`src/rtl/nn_pkg.sv`:
```
// Shared types and default widths for the digit-detection neuron datapath.
package nn_pkg;
  localparam int NN_IN_W    = 16;
  localparam int NN_ACC_W   = 24;
  localparam int NN_COUNT_W = 10;

  typedef logic signed [NN_ACC_W-1:0] acc_t;

  typedef enum logic {
    ACCUM = 1'b0,
    HOLD  = 1'b1
  } mac_state_t;
endpackage

```
`src/rtl/cla_4b.sv`:
```
// 4-bit carry-lookahead adder slice.
module cla_4b (
  input  logic [3:0] a,
  input  logic [3:0] b,
  input  logic       c_in,
  output logic [3:0] s,
  output logic       c_out
);
  logic [3:0] p, g;
  logic [4:0] c;

  assign p = a ^ b;
  assign g = a & b;

  // Carries flattened so no slice-internal ripple.
  assign c[0] = c_in;
  assign c[1] = g[0] | (p[0] & c_in);
  assign c[2] = g[1] | (p[1] & g[0]) | (p[1] & p[0] & c_in);
  assign c[3] = g[2] | (p[2] & g[1]) | (p[2] & p[1] & g[0]) | (p[2] & p[1] & p[0] & c_in);
  assign c[4] = g[3] | (p[3] & g[2]) | (p[3] & p[2] & g[1]) | (p[3] & p[2] & p[1] & g[0])
              | (p[3] & p[2] & p[1] & p[0] & c_in);

  assign s     = p ^ c[3:0];
  assign c_out = c[4];
endmodule

```
`src/rtl/cla_chain.sv`:
```
// W-bit adder built from W/4 cla_4b slices with the slice carries chained.
module cla_chain #(
  parameter int W = 24
) (
  input  logic [W-1:0] a,
  input  logic [W-1:0] b,
  input  logic         c_in,
  output logic [W-1:0] s,
  output logic         c_out,
  output logic         c_msb
);
  localparam int NS = W / 4;

  logic [NS:0] c;
  assign c[0] = c_in;

  for (genvar k = 0; k < NS; k++) begin : g_slice
    cla_4b u_cla (
      .a    (a[4*k+3:4*k]),
      .b    (b[4*k+3:4*k]),
      .c_in (c[k]),
      .s    (s[4*k+3:4*k]),
      .c_out(c[k+1])
    );
  end

  assign c_out = c[NS];
  // Carry into the top bit recovered from its sum bit: s = a ^ b ^ cin.
  assign c_msb = a[W-1] ^ b[W-1] ^ s[W-1];
endmodule

```
`src/rtl/mac_accumulator.sv`:
```
// Streaming signed frame accumulator with valid/ready in and out.
// Define MAC_ACC_SAT_EN to clamp the accumulator on overflow instead of wrapping.
module mac_accumulator
  import nn_pkg::*;
#(
  parameter int IN_W    = NN_IN_W,
  parameter int ACC_W   = NN_ACC_W,
  parameter int COUNT_W = NN_COUNT_W
) (
  input  logic               clk,
  input  logic               rst,
  input  logic               in_valid,
  output logic               in_ready,
  input  logic [IN_W-1:0]    in_data,
  input  logic               in_last,
  output logic               out_valid,
  input  logic               out_ready,
  output logic [ACC_W-1:0]   out_sum,
  output logic [COUNT_W-1:0] out_count,
  output logic               out_ovf
);
  mac_state_t         state_q, state_d;
  logic [ACC_W-1:0]   acc_q, acc_d;
  logic [COUNT_W-1:0] cnt_q, cnt_d;
  logic               ovf_q, ovf_d;

  logic signed [ACC_W-1:0] addend;
  logic [ACC_W-1:0]        sum;
  logic                    c_out, c_msb, add_ovf;

  assign addend = ACC_W'($signed(in_data));

  cla_chain #(.W(ACC_W)) u_add (
    .a    (acc_q),
    .b    (addend),
    .c_in (1'b0),
    .s    (sum),
    .c_out(c_out),
    .c_msb(c_msb)
  );

  // Signed overflow: carry into and out of the MSB disagree.
  assign add_ovf = c_msb ^ c_out;

  always_comb begin
    state_d = state_q;
    acc_d   = acc_q;
    cnt_d   = cnt_q;
    ovf_d   = ovf_q;
    case (state_q)
      ACCUM: begin
        if (in_valid) begin
          acc_d = sum;
          cnt_d = cnt_q + 1'b1;
          if (add_ovf) begin
            ovf_d = 1'b1;
`ifdef MAC_ACC_SAT_EN
            acc_d = acc_q[ACC_W-1] ? {1'b1, {(ACC_W-1){1'b0}}}
                                   : {1'b0, {(ACC_W-1){1'b1}}};
`endif
          end
          if (in_last) state_d = HOLD;
        end
      end
      HOLD: begin
        if (out_ready) begin
          acc_d   = '0;
          cnt_d   = '0;
          ovf_d   = 1'b0;
          state_d = ACCUM;
        end
      end
      default: state_d = ACCUM;
    endcase
  end

  always_ff @(posedge clk) begin
    if (rst) begin
      state_q <= ACCUM;
      acc_q   <= '0;
      cnt_q   <= '0;
      ovf_q   <= 1'b0;
    end else begin
      state_q <= state_d;
      acc_q   <= acc_d;
      cnt_q   <= cnt_d;
      ovf_q   <= ovf_d;
    end
  end

  assign in_ready  = (state_q == ACCUM);
  assign out_valid = (state_q == HOLD);
  assign out_sum   = acc_q;
  assign out_count = cnt_q;
  assign out_ovf   = ovf_q;
endmodule

```
`config.mk`:
```
export PLATFORM = sky130hd
export DESIGN_NAME = mac_accumulator
export DESIGN_NICKNAME = d
export VERILOG_FILES = /design/src/rtl/nn_pkg.sv /design/src/rtl/cla_4b.sv /design/src/rtl/cla_chain.sv /design/src/rtl/mac_accumulator.sv
export SDC_FILE = /design/constraint.sdc
export NUM_CORES = 1
export LEC_CHECK = 0
export ABC_AREA = 1
export ABC_CLOCK_PERIOD_IN_PS = 2900
export BUFFER_PORTS_ARGS = -buffer_cell sky130_fd_sc_hd__buf_2
export CAP_MARGIN = 10
export CORE_MARGIN = 2
export CORE_UTILIZATION = 49
export DETAILED_ROUTE_END_ITERATION = 8
export GPL_ROUTABILITY_DRIVEN = 0
export PLACE_DENSITY_LB_ADDON = 0.2
export SETUP_SLACK_MARGIN = 0.4
export SLEW_MARGIN = 20
export SYNTH_ARGS = -nofsm -noshare
export SYNTH_HDL_FRONTEND = slang
export SYNTH_SLANG_ARGS = --single-unit
```
`constraint.sdc`:
```
create_clock -name clk -period 2.9 [get_ports clk]
set_input_delay 0.87 -clock clk [delete_from_list [all_inputs] [get_ports clk]]
set_output_delay 0.87 -clock clk [all_outputs]
set_load 0.03 [all_outputs]
```
# After elaboration in Yosys (flattened, before gate mapping)
# Cells that the tools add are included.
# W data, S select, Z words.
[classes]
addsub = 1
n_eq_ne = 3
muxes = 14
bitwise_logic = 167
n_reduce_logical = 2
[ops]
columns = ["op", "n"]
rows = [
  ["$and A1 B1 Y1", 89],
  ["$or A1 B1 Y1", 56],
  ["$mux W24", 2],
  ["$pmux W24 S2", 1],
  ["$xor A4 B4 Y4", 12],
  ["$and A4 B4 Y4", 6],
  ["$mux W10", 2],
  ["$pmux W10 S2", 1],
  ["$add A10 B1 Y10 const B", 1],
  ["$mux W1", 6],
  ["$ne A2 B2 Y1 const B", 2],
  ["$pmux W1 S2", 2],
  ["$reduce_and A3 Y1", 1],
  ["$xor A1 B1 Y1", 3],
  ["$ne A2 B1 Y1 const B", 1],
  ["$reduce_and A2 Y1", 1],
  ["$not A1 Y1", 1],
]
[totals]
ff_bits = 36
inputBits = 21
output_inout_bits = 37
wordCells = 191

# Logic depth before layout (Yosys ltp)
[depth]
depth_word = 21
depth_mapped = 18
ltp_nobuf = 18

# Cells and area by module
# A second synthesis with hierarchy kept.
[unflattened]
cells_unflattened = 383
area_unflattened_um2 = 2601.2
[modules_own_cells]
columns = ["mod", "n_inst", "cells_per_inst", "area_each_um2", "seq_area_each_um2"]
rows = [
  ["mac_accumulator", 1, 188, 1432.6, 720.7],
  ["cla_4b", 6, 31, 188.9, 0.0],
  ["cla_chain", 1, 9, 35.0, 0.0],
]

# Worst setup path before layout
# No wires, ideal clock.
[synth_path]
path_kind = "input to register"
start = "input in_data[3]"
end = "register acc_q[21] (netlist: out_sum[21])"
setup_time_ps = 132
arrival_ps = 2692
required_time_ps = 2768
path_slack_ps = 75
cell_stages = 16
n_path_buf = 0
path_cell_list = "ha_1 -> or2_0 -> nand2_1 -> nand2_2 -> nand2_2 -> nand2_4 -> nand2_4 -> nand2_4 -> nand2_4 -> nand2_4 -> nand2_4 -> nand2_4 -> fa_1 -> xor2_1 -> nand2_1 -> a21oi_1"
[synth_via]
elab_chain_cells = 18
elab_cells_between_ends = 23
classes_between = "mux: 2; bitwise: 21"
[synth_rtl]
columns = ["element", "line_no", "text"]
rows = [
  ["from (decl)", "mac_accumulator.sv:14", "input logic [IN_W-1:0] in_data,"],
  ["$xor A4 B4 Y4", "cla_4b.sv:12", "assign p = a ^ b;"],
  ["$and A1 B1 Y1, on equally long branches", "-", ""],
  ["$or A1 B1 Y1 (tied with other cells)", "cla_4b.sv:20", "assign c[4] = g[3] | (p[3] & g[2]) | (p[3] & p[2] & g[1]) | (p[3] & p[2] & p[1] & g[0])"],
  ["$or A1 B1 Y1 or $and A1 B1 Y1 (tied branches)", "cla_4b.sv:20", ""],
  ["$or A1 B1 Y1 (*)", "cla_4b.sv:20", ""],
  ["$and A1 B1 Y1 (*)", "cla_4b.sv:21", "| (p[3] & p[2] & p[1] & p[0] & c_in);"],
  ["$or A1 B1 Y1 (*)", "cla_4b.sv:21", ""],
  ["$and A1 B1 Y1 (*)", "cla_4b.sv:21", ""],
  ["[2 not listed]", "-", ""],
  ["$or A1 B1 Y1 (*)", "cla_4b.sv:21", ""],
  ["$and A1 B1 Y1 (*)", "cla_4b.sv:21", ""],
  ["$or A1 B1 Y1 (*)", "cla_4b.sv:21", ""],
  ["$and A1 B1 Y1 (*)", "cla_4b.sv:17", "assign c[1] = g[0] | (p[0] & c_in);"],
  ["$or A1 B1 Y1 (*)", "cla_4b.sv:17", ""],
  ["$xor A4 B4 Y4 (*)", "cla_4b.sv:23", "assign s = p ^ c[3:0];"],
  ["$mux W24 (*)", "mac_accumulator.sv:52", "if (in_valid) begin"],
  ["$pmux W24 S2 (*)", "mac_accumulator.sv:50", "case (state_q)"],
  ["to (signal assigned)", "mac_accumulator.sv:80", "acc_q <= '0;"],
  ["to (signal assigned)", "mac_accumulator.sv:85", "acc_q <= acc_d;"],
  ["to (decl)", "mac_accumulator.sv:23", "logic [ACC_W-1:0] acc_q, acc_d;"],
]
# Every way passes the cells marked *; elsewhere a longest branch is shown, timed or not. The select of a mux whose other input is x is not followed.
# A chain may end at the register's enable or synchronous reset.

# Final worst setup path
[layout_path]
start = "input in_data[3]"
end = "register acc_q[20] (netlist: out_sum[20])"
[layout_via]
elab_chain_cells = 16
elab_cells_between_ends = 21
classes_between = "mux: 2; bitwise: 19"
[layout_rtl]
columns = ["element", "line_no"]
rows = [
  ["$xor A4 B4 Y4", "cla_4b.sv:12"],
  ["$and A1 B1 Y1, on equally long branches", "-"],
  ["$or A1 B1 Y1 (tied with other cells)", "cla_4b.sv:20"],
  ["$or A1 B1 Y1 or $and A1 B1 Y1 (tied branches)", "cla_4b.sv:20"],
  ["$or A1 B1 Y1 (*)", "cla_4b.sv:20"],
  ["$and A1 B1 Y1 (*)", "cla_4b.sv:21"],
  ["$or A1 B1 Y1 (*)", "cla_4b.sv:21"],
  ["$and A1 B1 Y1 (*)", "cla_4b.sv:21"],
  ["$or A1 B1 Y1 (*)", "cla_4b.sv:21"],
  ["$and A1 B1 Y1 (*)", "cla_4b.sv:21"],
  ["$or A1 B1 Y1 (*)", "cla_4b.sv:21"],
  ["$and A1 B1 Y1 (*)", "cla_4b.sv:21"],
  ["$or A1 B1 Y1 (*)", "cla_4b.sv:21"],
  ["$xor A4 B4 Y4 (*)", "cla_4b.sv:23"],
  ["$mux W24 (*)", "mac_accumulator.sv:52"],
  ["$pmux W24 S2 (*)", "mac_accumulator.sv:50"],
]
# Marks and branches as above.

==> flow_summary_export.csv <==
group,metric,value,unit
outcome,outcome,"complete, no violations",
global_route,gr-total-overflow,0,
die,core,0.00472,sq mm
global_route,grt_pass1_vias,2030,
sta,min_period_over_period,0.848,
worst_setup_path,cp.arrival,2700,ps
detailed_routing,detail-route-antenna-nets,0,
detailed_routing,drc,0,
flow_run,cap_violations,0,
logic_synthesis,synth_top_area_cell,"dfxtp_1",
logic_synthesis,synth_cell_types,29,
place,postPlaceCellArea,0.00283,sq mm
final_layout,diodes,0,
place,dp_cells,443,
sta,fin_skew,8.02,ps
logic_synthesis,synth_area_leaders,"dfxtp_1, ha_1, nand2_1",
clocking,numCtsBuffers,5,
die,die-area,0.00547,sq mm
detailed_routing,wire_per_inst,12.2,microns
sta,finalMaxSlewViolations,0,
final_layout,fin_area,0.00313,sq mm
sta,max_slew.worst_pin.slew,484,ps
place,port_buffers,57,
die,initial_core_util,0.508,
worst_setup_path,startpoint_type,"input port",
worst_setup_path,path_max_fanout,3,
pwr,p_leak,1.53,nW
pwr,power_density,521,mW/mm^2
final_layout,final_common_cell,"nand2_1",
global_route,antenna_found_initial,0,
min_path,hold_depth,2,
sta,timing.fmax,407,MHz
die,die_w,73.9,microns
clocking,cts.sinks,36,
logic_synthesis,yosysWarnings,0,
worst_setup_path,end_kind,"flop",
logic_synthesis,synth_top_area_frac,0.301,
final_layout,final.fill_count,426,
detailed_routing,drt_pass1_iterations,4,
place,post-dp-hpwl,3890,microns
sta,finalSetupViolCount,0,
sta,rsz0062_at_grt,"true",
clocking,tritoncts,"done",
die,ioPinCount,58,
clocking,clkLatencyLatePin,300,ps
die,die_y,73.9,microns
logic_synthesis,synthCells,320,
detailed_routing,drt_iter0_markers,68,
logic_synthesis,synth_area,0.00240,sq mm
die,rows,25,
worst_setup_path,path_class,"in2reg",
global_route,grt_max_degree,28,
pwr,ir_worst_vdd,270,uV
place,place_ws,22.9,ps
worst_setup_path,rr_worst_depth,15,
final_layout,drive_gt1_frac,0.321,
sta,worst_slack,442,ps
clocking,cts_root_buffer,"clkbuf_8",
clocking,ctsLongestPathBuffers,2,
logic_synthesis,yosysSeqAreaShare,0.301,
clocking,hold_buffers,0,
clocking,h-tree-depth,2,
final_layout,areaGrowthSynthToFinish,30.5,%
sta,finalCriticalPeriod,2460,ps
logic_synthesis,synth.avg_cell_area,7.49,sq um
final_layout,finalNetCount,440,
final_layout,finalNonFillerCells,456,
detailed_routing,vias_per_cell,5.08,
min_path,hold_class,"reg2reg",
detailed_routing,dr_total_vias,2315,
detailed_routing,routed_wirelength,5550,microns
sta,whs,464,ps
worst_setup_path,cp.required,3140,ps
global_route,grt_util_all_layers,0.203,
logic_synthesis,synth-seq-cells,36,
sta,slew_headroom,0.677,
clocking,clkSlewWorstSetupHoldPaths,80,ps
logic_synthesis,syn-num-nets,372,
sta,tns,0,ps
final_layout,mostFrequentLayoutCells,"nand2_1, buf_2, a21oi_1",
sta,hold_violations,0,
global_route,grt_pass1_wl,8590,microns
## layout make-up
cell class | count | area (sq um) | area share
Clock buffer | 5 | 68.8 | 0.0220
Clock inverter | 3 | 42.5 | 0.0136
Inverter | 31 | 119 | 0.0380
Multi-Input combinational cell | 246 | 1720 | 0.550
Sequential cell | 36 | 721 | 0.230
Tap cell | 67 | 83.8 | 0.0268
Timing Repair Buffer | 68 | 374 | 0.120
## path summary, 6_finish.rpt
path                            startpoint           to  slack, ps
worst min-delay path               out_ovf      out_ovf        460
worst max register to register  out_sum[3]  out_sum[20]        690
worst max-delay path            in_data[3]  out_sum[20]        440
worst min register to register     out_ovf      out_ovf        460
## critical path: stages
cell and delay, ps:
buf_6 90, ha_4 200, or2_0 200, nand2_1 80, nand2_2 60, nand2_2 70
nand2_4 60, nand2_4 60, nand2_4 50, nand2_4 70, nand2_4 60, nand2_4 70
nand2_4 50, fa_2 510, nand2_1 60, a21oi_2 130
## through the flow
step / utilization / power [W]
2_1_floorplan: - / 0.000978
3_3_place_gp: 0.600 / 0.00111
3_5_place_dp: 0.600 / 0.00112
4_1_cts: 0.643 / 0.00160
5_1_grt: 0.663 / 0.00172
6_report: 0.663 / 0.00163
## cell families (layout without fill, tap and decap cells)
kind of cell,count (synthesis),count (layout),synth area share
xor+xnor,4,4,0.0146
fa+ha+maj,31,31,0.181
compound gates,66,66,0.148
simple gates,145,145,0.296
flops,36,36,0.301
buf+inv,38,107,0.0605
## where the power goes
| group | total, W | leakage (nW) | internal (W) | switching, W |
|---|---|---|---|---|
| clock | 0.000459 | 0.0541 | 0.000255 | 0.000204 |
| sequential | 0.000584 | 0.295 | 0.000538 | 0.0000460 |
| combinational | 0.000587 | 1.19 | 0.000232 | 0.000355 |
| total | 0.00163 | 1.53 | 0.00102 | 0.000605 |
## timing repair
item                       4_1_cts  5_1_grt
pin swaps                        5        7
setup buffers                    4        1
setup endpoints to repair        3        5
gates resized for setup          7       15
cloned                           0        0
## routing by layer
metal	vias to the layer above	global-route usage	share of wire
li1	1193	-	-
met1	1066	0.248	0.45
met2	49	0.358	0.50
met3	7	0.0298	0.040
met4	0	0.0808	0.014
met5	-	0	0
## state kept, by name (all words and copies together), names as in the netlist
register / count
out_sum: 24
out_count: 10
out_ovf: 1
out_valid: 1
## synth_stat cells (all sizes together)
master	n
a211oi	3
a21oi	47
nand2	92
o21ai	12
inv	31
nand3	15
nand3b	3
a21boi	1
or2	1
xor2	4
ha	25
dfxtp	36
nand4	2
nor3	3
fa	6
o21bai	1
nor3b	5
a221oi	2
nor2	24
clkbuf	7
No activity file was read; power rests on OpenSTA's default activity.
